## src/rtl/lc3b_types.sv

```systemverilog
// Shared LC-3b types: instruction opcodes and ALU operations.
package lc3b_types;

    typedef enum logic [3:0] {
        op_br   = 4'b0000,
        op_add  = 4'b0001,
        op_ldb  = 4'b0010,
        op_stb  = 4'b0011,
        op_jsr  = 4'b0100,
        op_and  = 4'b0101,
        op_ldr  = 4'b0110,
        op_str  = 4'b0111,
        op_rti  = 4'b1000,
        op_not  = 4'b1001,
        op_ldi  = 4'b1010,
        op_sti  = 4'b1011,
        op_jmp  = 4'b1100,
        op_shf  = 4'b1101,
        op_lea  = 4'b1110,
        op_trap = 4'b1111
    } lc3b_opcode;

    typedef enum logic [2:0] {
        alu_add  = 3'd0,
        alu_and  = 3'd1,
        alu_not  = 3'd2,
        alu_pass = 3'd3,
        alu_sll  = 3'd4,
        alu_srl  = 3'd5,
        alu_sra  = 3'd6
    } lc3b_aluop;

endpackage

```

## src/rtl/control.sv

```systemverilog
// LC-3b multicycle control unit: Moore FSM sequencing fetch, decode,
// ALU ops, branches and LDR/STR against a handshaking memory.
module control
    import lc3b_types::*;
(
    input  logic       clk,
    input  logic       rst_n,
    input  lc3b_opcode opcode,
    input  logic       instruction5,
    input  logic       instruction11,
    input  logic       branch_enable,
    input  logic       mem_resp,
    output logic       load_pc,
    output logic       load_cc,
    output logic       load_ir,
    output logic       load_mar,
    output logic       load_mdr,
    output logic       load_regfile,
    output logic       pcmux_sel,
    output logic       storemux_sel,
    output logic [1:0] alumux_sel,
    output logic       marmux_sel,
    output logic       mdrmux_sel,
    output logic       regfilemux_sel,
    output lc3b_aluop  aluop,
    output logic       mem_read,
    output logic       mem_write
);

    typedef enum logic [3:0] {
        FETCH1, FETCH2, FETCH3, DECODE,
        S_ADD, S_AND, S_NOT, BR, BR_TAKEN,
        CALC_ADDR, LDR1, LDR2, STR1, STR2
    } state_t;

    state_t state_q, state_d;

    // Bit 11 selects JSR/JSRR; kept on the port for the datapath contract.
    logic unused;
    assign unused = instruction11;

    always_ff @(posedge clk) begin
        if (!rst_n) state_q <= FETCH1;
        else        state_q <= state_d;
    end

    always_comb begin
        state_d = state_q;
        case (state_q)
            FETCH1: state_d = FETCH2;
            FETCH2: if (mem_resp) state_d = FETCH3;
            FETCH3: state_d = DECODE;
            DECODE: begin
                case (opcode)
                    op_add:         state_d = S_ADD;
                    op_and:         state_d = S_AND;
                    op_not:         state_d = S_NOT;
                    op_br:          state_d = BR;
                    op_ldr, op_str: state_d = CALC_ADDR;
                    default:        state_d = FETCH1;
                endcase
            end
            S_ADD, S_AND, S_NOT: state_d = FETCH1;
            BR:        state_d = branch_enable ? BR_TAKEN : FETCH1;
            BR_TAKEN:  state_d = FETCH1;
            CALC_ADDR: state_d = (opcode == op_ldr) ? LDR1 : STR1;
            LDR1:      if (mem_resp) state_d = LDR2;
            LDR2:      state_d = FETCH1;
            STR1:      state_d = STR2;
            STR2:      if (mem_resp) state_d = FETCH1;
            default:   state_d = FETCH1;
        endcase
    end

    always_comb begin
        load_pc        = 1'b0;
        load_cc        = 1'b0;
        load_ir        = 1'b0;
        load_mar       = 1'b0;
        load_mdr       = 1'b0;
        load_regfile   = 1'b0;
        pcmux_sel      = 1'b0;
        storemux_sel   = 1'b0;
        alumux_sel     = 2'd0;
        marmux_sel     = 1'b0;
        mdrmux_sel     = 1'b0;
        regfilemux_sel = 1'b0;
        aluop          = alu_add;
        mem_read       = 1'b0;
        mem_write      = 1'b0;
        // Reset masks the state decode so fetch1 loads never fire in reset.
        if (rst_n) begin
            case (state_q)
                FETCH1: begin
                    marmux_sel = 1'b1;
                    load_mar   = 1'b1;
                    load_pc    = 1'b1;
                end
                FETCH2, LDR1: begin
                    mem_read   = 1'b1;
                    mdrmux_sel = 1'b1;
                    load_mdr   = 1'b1;
                end
                FETCH3: load_ir = 1'b1;
                S_ADD, S_AND: begin
                    aluop        = (state_q == S_AND) ? alu_and : alu_add;
                    alumux_sel   = instruction5 ? 2'd1 : 2'd0;
                    load_regfile = 1'b1;
                    load_cc      = 1'b1;
                end
                S_NOT: begin
                    aluop        = alu_not;
                    load_regfile = 1'b1;
                    load_cc      = 1'b1;
                end
                BR_TAKEN: begin
                    pcmux_sel = 1'b1;
                    load_pc   = 1'b1;
                end
                CALC_ADDR: begin
                    alumux_sel = 2'd2;
                    load_mar   = 1'b1;
                end
                LDR2: begin
                    regfilemux_sel = 1'b1;
                    load_regfile   = 1'b1;
                    load_cc        = 1'b1;
                end
                STR1: begin
                    storemux_sel = 1'b1;
                    aluop        = alu_pass;
                    load_mdr     = 1'b1;
                end
                STR2: mem_write = 1'b1;
                default: ;
            endcase
        end
    end

endmodule
```

## config.mk

```make
export PLATFORM = sky130hd
export DESIGN_NAME = control
export DESIGN_NICKNAME = d
export VERILOG_FILES = /design/src/rtl/lc3b_types.sv /design/src/rtl/control.sv
export SDC_FILE = /design/constraint.sdc
export NUM_CORES = 1
export LEC_CHECK = 0
export ABC_AREA = 1
export CORE_MARGIN = 2
export CORE_UTILIZATION = 40
export CTS_CLUSTER_DIAMETER = 200
export CTS_CLUSTER_SIZE = 30
export DETAILED_ROUTE_END_ITERATION = 10
export DONT_BUFFER_PORTS = 1
export SYNTH_ARGS = -nofsm -noshare
export SYNTH_HDL_FRONTEND = slang
export SYNTH_SLANG_ARGS = --single-unit
```

## constraint.sdc

```tcl
create_clock -name clk -period 2.1 [get_ports clk]
set_clock_uncertainty 0.1 [all_clocks]
set_input_delay 0.42 -clock clk [delete_from_list [all_inputs] [get_ports clk]]
set_output_delay 0.42 -clock clk [all_outputs]
set_load 0.1 [all_outputs]
```

==> flow_summary_export.csv <==
group,metric,value,unit
status,status,"finished clean",
synth,synth_top_area_frac,0.224,
critical_path,slowest_delay,0.42,ns
power_and_ir_drop,internal_power,0.216,mW
clocking,clock_path_buffers,2,
critical_path,cp_slowest_cell,"dfxtp_1",
synth,synth_top_cells_by_count,"nand2_1, nor2_1, inv_1",
critical_path,worstPathMaxFanout,5,
clocking,cts_hold_buffers,0,
power_and_ir_drop,swShare,0.515,
power_and_ir_drop,power_frac_comb,0.582,
synth,syn_inst,106,
placed_design,routabilityCongestion,0.916,
critical_path,cp.arrival,1.51,ns
finish,nets,134,
finish,final_cell_area,900,um^2
critical_path,crit_start,"state_q[2]",
synth,ys_seq_area_frac,0.154,
clocking,cts_sinks,4,
clocking,clkTransAtPathRegs,0.04,ns
timing,finalSetupViolCount,0,
synth,syn_area,520,um^2
timing,fmax,493,MHz
hold_path,hp-start,"rst_n",
power_and_ir_drop,leakagePower,0.406,nW
drt,via_count,708,
hold_path,hold_path.class,"primary input to register",
critical_path,endpoint_kind,"output pin",
drt,via_per_inst,5.21,
critical_path,cp-start-kind,"register",
grt,track_usage,0.209,
finish,area_growth,72.8,%
finish,diodes,0,
synth,synth_flop_cell,"dfxtp_1",
grt,grt_antenna_before_repair,0,
power_and_ir_drop,seq_power_share,0.204,
timing,fin_crit_sh,0.966,
drt,drt_iter0_drc,22,
grt,grtUsageMet2,0.367,
synth,synth_cell_types,17,
clocking,cts_made_buffers,3,
grt,grt_pass1_wl,2.29,mm
grt,grtUsageMet3,0.0500,
clocking,cts_root_buf,"clkbuf_4",
drt,postRouteAntennaNets,0,
synth,synthTopCellsByArea,"nand2_1, nor2_1, dfxtp_1, inv_1, nand3_1",
grt,met1_usage,0.262,
floorplanning,start_util,0.450,
power_and_ir_drop,vdd_drop_max,359,uV
synth,syn_nets,116,
clocking,cts_tree,"yes",
finish,finalCoreUtilization,0.778,
finish,n_fill_cell,86,
floorplanning,die_h,40.1,um
power_and_ir_drop,power_per_cell_area,495,nW/um^2
synth,synth_edf_count,0,
placed_design,hpwl,1.28,mm
timing,period_minus_slack,2.03,ns
synth,async_reset_ff_frac,0,
placed_design,numPortBuffers,0,
critical_path,worstSetupPathType,"register to output pin",
job,max_cap_viol_count,0,
critical_path,rr_startpoint,"state_q[2]",
drt,firstDrtPassIters,4,
synth,yosysWarningCount,0,
clocking,h-tree-depth,1,
floorplanning,num_rows,12,
clocking,clk_latency,0.24,ns
critical_path,crit_chain,"inv_1 > nor2_1 > nand2_2 > o22ai_4 > buf_12",
grt,grt-busiest-layer,"met2",
drt,post-route-drc-count,0,
finish,largest-register,"state_q",
critical_path,required,1.58,ns
clocking,cts_setup_buffers,0,
grt,grt_pass1_vias,545,
power_and_ir_drop,switchingPower,0.230,mW
floorplanning,num_io_pins,28,
timing,rsz0062_at_grt,"false",
grt,overflow,0,
power_and_ir_drop,clkPwrFrac,0.213,
drt,totalWireLength,1.52,mm
timing,finalHoldViolCount,0,
synth,postSynthAreaPerCell,4.91,um^2
grt,grt_max_degree,8,
floorplanning,chipWidth,40.1,um
synth,ys_ff_latch,4,
drt,wl_per_cell,11.2,um
synth,synth_top_cell_by_area,"nand2_1",
finish,drive_above_1_share,0.352,
finish,largestRegisters,"state_q: 4 flops",
timing,finalMaxSlewViolations,0,
floorplanning,core_area,1160,um^2
placed_design,placed_area,870,um^2
floorplanning,dieArea,1610,um^2
finish,largest_reg_flops,4,
synth,yosysMostFrequentCell,"nand2_1",
power groups by stage:
stage	Sequential, mW	Clock, mW	Combinational (mW)
finish	0.0911	0.0951	0.260
global route	0.0915	0.105	0.272
CTS	0.0900	0.0955	0.259
detailed placement	0.0915	0	0.259
global placement	0.0914	0	0.256
floorplan	0.0892	0	0.202
placed cells by master (no fill, tap or decap), types with 2 or more instances in the layout:
master / instances
o22ai_2: 3
dfxtp_1: 2
nand3_1: 6
buf_4: 6
nand2_2: 2
inv_1: 13
nor2_2: 8
buf_12: 11
o21ai_0: 3
nand2_1: 30
nor2_4: 3
nor2_1: 19
dfxtp_2: 2
a21oi_1: 4
clkbuf_4: 3
cells by family after synthesis:
kind of cell,after synthesis,share of synthesized area
and+or+nand+nor,70,0.546
other,1,0.00720
AOI/OAI and AO/OA,13,0.142
buffers and inverters,18,0.151
DFF,4,0.154
through the flow:
stage | TNS (ns) | std cells | worst slack, ns | hold slack [ns] | power (mW)
5_1_grt | 0 | 136 | 0.0104 | 0.222 | 0.469
3_5_place_dp | 0 | 133 | 0.288 | 0.441 | 0.350
6_report | 0 | 136 | 0.0705 | 0.207 | 0.446
2_1_floorplan | -2.98 | 106 | -0.577 | 0.412 | 0.291
3_3_place_gp | 0 | 133 | 0.298 | 0.421 | 0.347
4_1_cts | 0 | 136 | 0.0408 | 0.201 | 0.445
what timing repair did:
| action | in CTS | in global routing |
|---|---|---|
| hold endpoints to repair | 0 | 0 |
| endpoints found under the setup margin | 0 | 6 |
| gates resized for setup | 0 | 4 |
critical path, delay by kind of cell, from the launching register on:
family	cells	cell delay, ns
flip-flops	1	0.42
buffers and inverters	2	0.38
AO/OA/AOI/OAI	1	0.17
AND/OR/NAND/NOR	2	0.30
layer usage:
layer / wire (um) / vias to the layer above
li1: - / 360
met1: 637 / 313
met2: 757 / 35
met3: 124 / 0
met4: 0 / 0
met5: 0 / -
layout make-up:
cell class / instances / area (um^2) / share of cell area
Timing Repair Buffer: 17 / 265 / 0.295
Inverter: 14 / 52.6 / 0.0584
Clock buffer: 3 / 22.5 / 0.0250
Multi-Input combinational cell: 84 / 459 / 0.510
Tap cell: 14 / 17.5 / 0.0195
Sequential cell: 4 / 82.6 / 0.0918
final timing paths:
check	end	slack, ns	depth (start not counted)
setup / recovery	load_cc	0.07	5
hold / removal	state_q[2]	0.21	2
setup reg to reg	state_q[2]	0.64	7
hold reg to reg	state_q[3]	0.43	2
(Power assumes the default switching activity.)
